### src/rtl/parking_gate_arbiter.sv
// Purpose : arbitrates the single parking barrier between the entrance and exit lanes,
//           times the open gate, and keeps the occupancy count behind the "full" flag.
// Latency : a grant is visible one cycle after the request is sampled in IDLE; a pass or
//           timeout closes the gate on the next edge, followed by one CLOSE and one IDLE cycle.
// Backpressure: requests are level-held by the lane logic and are only sampled in IDLE;
//           a lane that is full/empty simply waits, nothing is queued or dropped.
//
// Ports:
//   clk, reset_n          clock, asynchronous active-low reset
//   entry_req, exit_req   level requests from the lane sensor / password logic
//   pass_done             one-cycle pulse, car cleared the barrier (only honoured while open)
//   gate_open             barrier open command
//   grant_entry/exit      which lane currently owns the open gate
//   full, occupancy       car count and its "reached CAPACITY" flag
//   timeout               one-cycle pulse during CLOSE when the gate shut without a pass
module parking_gate_arbiter #(
  parameter int CAPACITY    = 8,
  parameter int CNT_W       = 4,
  parameter int OPEN_CYCLES = 16
) (
  input  logic             clk,
  input  logic             reset_n,
  input  logic             entry_req,
  input  logic             exit_req,
  input  logic             pass_done,
  output logic             gate_open,
  output logic             grant_entry,
  output logic             grant_exit,
  output logic             full,
  output logic [CNT_W-1:0] occupancy,
  output logic             timeout
);

  // Timer only has to reach OPEN_CYCLES-1, so clog2 bits are enough.
  localparam int TMR_W = (OPEN_CYCLES > 2) ? $clog2(OPEN_CYCLES) : 1;

  localparam logic [CNT_W-1:0] CAP_V    = CNT_W'(CAPACITY);
  localparam logic [TMR_W-1:0] TMR_LAST = TMR_W'(OPEN_CYCLES - 1);
  localparam logic [CNT_W-1:0] ONE      = CNT_W'(1);

  typedef enum logic [1:0] {
    IDLE     = 2'd0,
    OPEN_ENT = 2'd1,
    OPEN_EXT = 2'd2,
    CLOSE    = 2'd3
  } state_t;

  state_t           state;
  logic [TMR_W-1:0] timer;
  logic             last_exit;   // 1: most recent grant went to the exit lane

  logic ent_elig;
  logic ext_elig;
  logic any_elig;
  logic pick_exit;
  logic close_now;

  // full is a pure decode of the count register so it tracks occupancy with no lag.
  assign full = (occupancy == CAP_V);

  // A full lot blocks the entrance and an empty lot blocks the exit; this is what
  // keeps occupancy inside 0..CAPACITY without any saturation logic.
  assign ent_elig = entry_req & ~full;
  assign ext_elig = exit_req & (occupancy != '0);
  assign any_elig = ent_elig | ext_elig;

  // Exit wins if it is the only eligible lane, or on a tie when the entrance
  // had the previous grant (round-robin).
  assign pick_exit = ext_elig & (~ent_elig | ~last_exit);

  // A pass on the last open cycle still counts as a pass, so pass_done is
  // checked before the timer expiry when deciding between count and timeout.
  assign close_now = pass_done | (timer == TMR_LAST);

  always_ff @(posedge clk or negedge reset_n) begin
    if (!reset_n) begin
      state       <= IDLE;
      timer       <= '0;
      last_exit   <= 1'b1;
      occupancy   <= '0;
      gate_open   <= 1'b0;
      grant_entry <= 1'b0;
      grant_exit  <= 1'b0;
      timeout     <= 1'b0;
    end else begin
      // timeout is a single-cycle pulse; only the expiry branch re-raises it.
      timeout <= 1'b0;

      case (state)
        IDLE: begin
          if (any_elig) begin
            state       <= pick_exit ? OPEN_EXT : OPEN_ENT;
            gate_open   <= 1'b1;
            grant_entry <= ~pick_exit;
            grant_exit  <= pick_exit;
            last_exit   <= pick_exit;
            timer       <= '0;
          end
        end

        OPEN_ENT, OPEN_EXT: begin
          // Requests are not looked at here: the gate stays with its owner
          // until the car passes or the timer runs out.
          if (close_now) begin
            state       <= CLOSE;
            gate_open   <= 1'b0;
            grant_entry <= 1'b0;
            grant_exit  <= 1'b0;
            if (pass_done) begin
              if (state == OPEN_ENT) begin
                occupancy <= occupancy + ONE;
              end else begin
                occupancy <= occupancy - ONE;
              end
            end else begin
              timeout <= 1'b1;
            end
          end else begin
            timer <= timer + TMR_W'(1);
          end
        end

        CLOSE: begin
          // One guaranteed closed cycle before arbitration resumes.
          state <= IDLE;
        end

        default: begin
          state <= IDLE;
        end
      endcase
    end
  end

endmodule

### config.mk
export PLATFORM = sky130hd
export DESIGN_NAME = parking_gate_arbiter
export DESIGN_NICKNAME = d
export VERILOG_FILES = /design/src/rtl/parking_gate_arbiter.sv
export SDC_FILE = /design/constraint.sdc
export NUM_CORES = 1
export LEC_CHECK = 0
export ABC_CLOCK_PERIOD_IN_PS = 2600
export BUFFER_PORTS_ARGS = -buffer_cell sky130_fd_sc_hd__buf_2
export CAP_MARGIN = 0
export CORE_ASPECT_RATIO = 0.7
export CORE_MARGIN = 3
export CORE_UTILIZATION = 25
export CTS_CLUSTER_SIZE = 20
export DETAILED_ROUTE_END_ITERATION = 6
export MAX_ROUTING_LAYER = met4
export PLACE_DENSITY = 0.51
export SLEW_MARGIN = 10
export SYNTH_ARGS = -nofsm -noshare
export SYNTH_HDL_FRONTEND = slang
export SYNTH_SLANG_ARGS = --single-unit
export TNS_END_PERCENT = 100
### constraint.sdc
create_clock -name clk -period 2.6 [get_ports clk]
set_input_delay 0.52 -clock clk [delete_from_list [all_inputs] [get_ports clk]]
set_output_delay 0.52 -clock clk [all_outputs]
set_load 0.005 [all_outputs]
; After elaboration in Yosys (flattened, before gate mapping)
; Index checks and enable logic that the tools add are counted.
[totals]
regBits = 15
word_cells = 56
input_bits = 5
output_inout_bits = 9
[op_classes]
n_eq_ne = 8
mux = 18
addsub = 3
bitwise = 10
reduce_logical = 9
[op_table]
columns = cell, n
row1 = 4-bit two-way mux, 3
row2 = 3-bit AND reduction, 3
row3 = "4-bit by 1-bit adder with 4-bit output, second input constant", 2
row4 = "4-bit == test, second input constant", 2
row5 = 4-bit one-hot mux with 2 select lines, 1
row6 = 1-bit two-way mux, 7
row7 = 2-bit two-way mux, 3
row8 = "2-bit != test, second input constant", 3
row9 = 1-bit one-hot mux with 2 select lines, 3
row10 = 2-bit one-hot mux with 3 select lines, 1
row11 = "2-bit == test, second input constant", 2
row12 = 1-bit inverter, 4
row13 = 2-bit AND reduction, 2
row14 = 4-bit nonzero test, 1
row15 = "4-bit by 1-bit subtractor with 4-bit output, second input constant", 1
row16 = 1-bit bitwise AND, 3
row17 = 1-bit bitwise OR, 3
row18 = "2-bit by 1-bit == test with 1-bit output, second input constant", 1
row19 = 2-bit zero test, 1
row20 = 2-bit nonzero test, 1
row21 = 2-bit OR reduction, 1

; Depth between registers and ports, before layout
[depth]
depth_word = 9
mapped_depth = 8
depth_no_buf = 8

; Worst setup path after synthesis
; Ideal clock, no wire load.
[synth_timing]
kind = register to register
from = register state[0]
to = register timer[0]
t_required_ps = 2474
setup_slack_ps = 702
n_path_buf = 2
arrival_time_ps = 1772
period_less_slack_ps = 1898
setup_time_ps = 126
stages_incl_launch_ff = 8
cell_sequence = dfrtp_1 inv_1 ha_1 clkbuf_1 and3_1 buf_2 or3_4 a221o_1
[synth_between]
elab_chain_len = 4
elab_cells_between_ends = 9
classes_between = eq/ne (4) / mux (1) / reduce/logical (4)
[synth_rtl]
columns = element, line_no
row1 = start: declaration, 48  ; state_t state;
row2 = start signal: assignment, 92  ; state <= pick_exit ? OPEN_EXT : OPEN_ENT;
row3 = 2-bit by 1-bit == test with 1-bit output or 2-bit == test (tied branches), 89  ; case (state)
row4 = 2-bit OR reduction, 89
row5 = 2-bit != test (no source line) or 2-bit nonzero test (tied branches), n/a
row6 = 3-bit AND reduction (no source line), n/a
row7 = end signal: assignment, 119  ; timer <= timer + TMR_W'(1);
row8 = end: declaration, 49  ; logic [TMR_W-1:0] timer;
; Several ways; a longest one is shown, not always the timed one.
; A chain may end at the register's enable or synchronous reset.

; Final worst setup path
[layout_timing]
from = register occupancy[1]
to = output full
[layout_between]
elab_chain_len = 1
[layout_rtl]
columns = element, line_no
row1 = start: declaration, 30  ; output logic [CNT_W-1:0] occupancy,
row2 = start signal: assignment, 111  ; occupancy <= occupancy + ONE;
row3 = start signal: assignment, 113  ; occupancy <= occupancy - ONE;
row4 = 4-bit == test, 59  ; assign full = (occupancy == CAP_V);
row5 = end: declaration, 29  ; output logic full,
; Every way passes these cells.

==> reports/metrics.yaml <==
run_status:
  status: "completed"
clocking:
  clk-insertion-delay-late_ns: 0.25
  cts_tree: "done"
  cts_num_sinks: 15
  ctsResizeCount: 0
  cts.htree.levels: 1
  cts_max_path_buffers: 2
  cts_root_buffer: "clkbuf_8"
  postCtsSetupRepairBufs: 0
  hold_buffers: 0
  cts_buffers: 3
  clk_pin_slew_ns: 0.06
sta:
  slew_headroom: 0.7155
  rsz0062_at_grt: "false"
  slew_violations: 0
  skew_ns: 0.002469
  finalSetupTns_ns: 0
  finalHoldViolations: 0
  min_period_ns: 2.021
  tightestPinTransition_ns: 0.4223
  post-route-period-util: 0.7775
  hold_ws_ns: 0.1681
  setup_viol: 0
  max_freq_mhz: 494.7
setup_path:
  required_ns: 2.08
  path_cells: "or4b_4 -> inv_1 -> buf_2"
  cp_top_family: "simple AND/OR/NAND/NOR gates"
  cp-end-kind: "output pin"
  worst-path-buf-inv: 2
  r2r_slack_ns: 0.65
  crit_slowest_cell: "or4b_4"
  crit_type: "flip-flop to output pin"
  setup.worst_path.start_class: "flip-flop"
  cp.arrival_ns: 1.50
  path_max_fanout: 6
  worst_path_largest_cell_delay_ns: 0.60
detailed_routing:
  met1_length_mm: 1.075
  detail_route.wl_per_cell_um: 12.48
  drc_errors: 0
  drt_iter0_drc: 30
  top_layer: "met4"
  firstDrtPassIters: 4
  routed_wl_mm: 2.009
  dr_wl_met3_um: 76
  detail-route-antenna-nets: 0
  vias_per_cell: 4.596
  met2_length_um: 820
  vias: 740
yosys:
  synth.distinct_cells: 38
  synthesis.area_um2: 954.7
  synth.avg_cell_area_um2: 9.842
  yosysMostFrequentCell: "dfrtp_1"
  synth.area.top_cells: "dfrtp_1 37%, ha_1 7.9%, nor2_1 3.1%"
  synth_edf_count: 0
  ys_warn_count: 0
  syn_inst: 97
  ys_ff_latch: 15
  yosys-top-cells-count: "14 x dfrtp_1, 8 x nor2_1, 7 x inv_1"
  synthFlopType: "dfrtp_1"
  synth_nets: 109
  synth_top_area_frac: 0.3670
  synth.yosys.seq_area_share: 0.3945
  synth-async-reset-ratio: 1.000
  yosys.area.top_type: "dfrtp_1"
hold_path:
  min_path_type: "input port to asynchronous set/reset pin"
power:
  p_int_uw: 866.0
  switchingPower_uw: 629.5
  p_seq_frac: 0.307
  powerDensity_nw_per_um2: 1341
  p_comb_frac: 0.564
  clkPwrFrac: 0.128
  ir_drop_mv: 0.2812
  p_leak_nw: 0.5222
  switching_share: 0.4209
floorplan:
  core.rowCount: 18
  num_io_pins: 14
  die_y_um: 57.70
  die_w_um: 79.86
  die-area_um2: 4608
  coreArea_um2: 3603
  start_util: 0.2649
place:
  dp_hpwl_mm: 1.544
  gp_congestion: 0.8233
  port_buffers: 13
flow_run:
  cap_violations: 0
global_route:
  grt_pass1_wl_mm: 3.401
  grt_pass1_vias: 710
  grt_util_all_layers: 0.09939
  grt.overflow.total: 0
  antenna_found_initial: 0
  grt_max_degree: 16
final_layout:
  nNetsFinal: 124
  n_antenna_cell: 0
  areaGrowthSynthToFinish_pct: 16.78
  drive_above_1_share: 0.2432
worst paths after layout:
| check | from | to | depth (start not counted) |
|---|---|---|---|
| min in group clk | pass_done | timeout$_DFF_PN0_ | 2 |
| max | occupancy[1]$_DFFE_PN0P_ | full | 3 |
| min | reset_n | timer[1]$_DFFE_PN0P_ | 1 |
| max in group asynchronous | reset_n | last_exit$_DFFE_PN1P_ | 1 |
| max reg2reg | state[0]$_DFFE_PN0P_ | timer[0]$_DFFE_PN0P_ | 5 |
| min reg2reg | grant_entry$_DFFE_PN0P_ | grant_entry$_DFFE_PN0P_ | 2 |
layout by cell type, fill, tap and decap left out, types with 2 or more instances in the layout:
| cell type | netlist | layout |
|---|---|---|
| a21oi_1 | 3 | 3 |
| a221o_1 | 2 | 2 |
| a31o_2 | 2 | 2 |
| a31oi_1 | 3 | 3 |
| and2_1 | 2 | 2 |
| and3_1 | 3 | 3 |
| buf_2 | 1 | 13 |
| clkbuf_8 | 0 | 3 |
| dfrtp_1 | 14 | 14 |
| ha_1 | 6 | 6 |
| inv_1 | 7 | 7 |
| mux2i_1 | 2 | 2 |
| nand2_1 | 6 | 6 |
| nand2b_1 | 2 | 2 |
| nand3_1 | 2 | 2 |
| nor2_1 | 8 | 8 |
| nor3_1 | 5 | 5 |
| o21ai_0 | 3 | 3 |
| o41ai_1 | 3 | 3 |
| xnor2_1 | 3 | 3 |
routing by layer:
layer  track usage  up-vias
met5             -        -
met1        0.1378      343
met2        0.1344       15
li1              -      377
met3       0.02795        5
met4       0.04337        0
cell type report:
class	instances	area (um^2)
Clock buffer	4	45.04
Fill cell	396	2489
Inverter	7	26.28
Multi-Input combinational cell	72	539.3
Sequential cell	15	376.6
Tap cell	50	62.56
Timing Repair Buffer	13	65.06
flip-flops by register name, summed over array words and instances (netlist names):
name         flops
grant_entry      1
occupancy        4
timer            4
grant_exit       1
state            2
timeout          1
gate_open        1
last_exit        1
stage by stage:
stage / total power [mW] / instance area, um^2 / worst slack [ns] / std cells / util
5_1_grt: 1.656 / 1115 / 0.4874 / 161 / 0.3094
3_3_place_gp: 1.294 / 1070 / 0.6726 / 157 / 0.2969
2_1_floorplan: 1.095 / 954.7 / 0.7022 / 97 / -
4_1_cts: 1.510 / 1115 / 0.5676 / 161 / 0.3094
3_5_place_dp: 1.311 / 1070 / 0.6497 / 157 / 0.2969
6_report: 1.495 / 1115 / 0.5785 / 161 / 0.3094
logic make-up (layout without fill, tap and decap cells):
logic type                 count (synthesis)  count (layout)  share of synthesized area
adders and majority gates                  7               7                    0.09961
and+or+nand+nor                           35              35                     0.2018
buffers and inverters                     10              24                    0.04063
AOI/OAI and AO/OA                         23              23                     0.1874
DFF                                       15              15                     0.3945
muxes                                      4               4                    0.04849
xor gates and xnor gates                   3               3                    0.02753
power by group through the flow:
stage,sequential [mW],clock [mW],combinational [mW]
2_1_floorplan,0.442,0,0.653
3_3_place_gp,0.458,0,0.836
3_5_place_dp,0.461,0,0.851
4_1_cts,0.459,0.197,0.854
5_1_grt,0.484,0.205,0.967
6_report,0.460,0.192,0.844
Power figures use the tool's default switching activity.
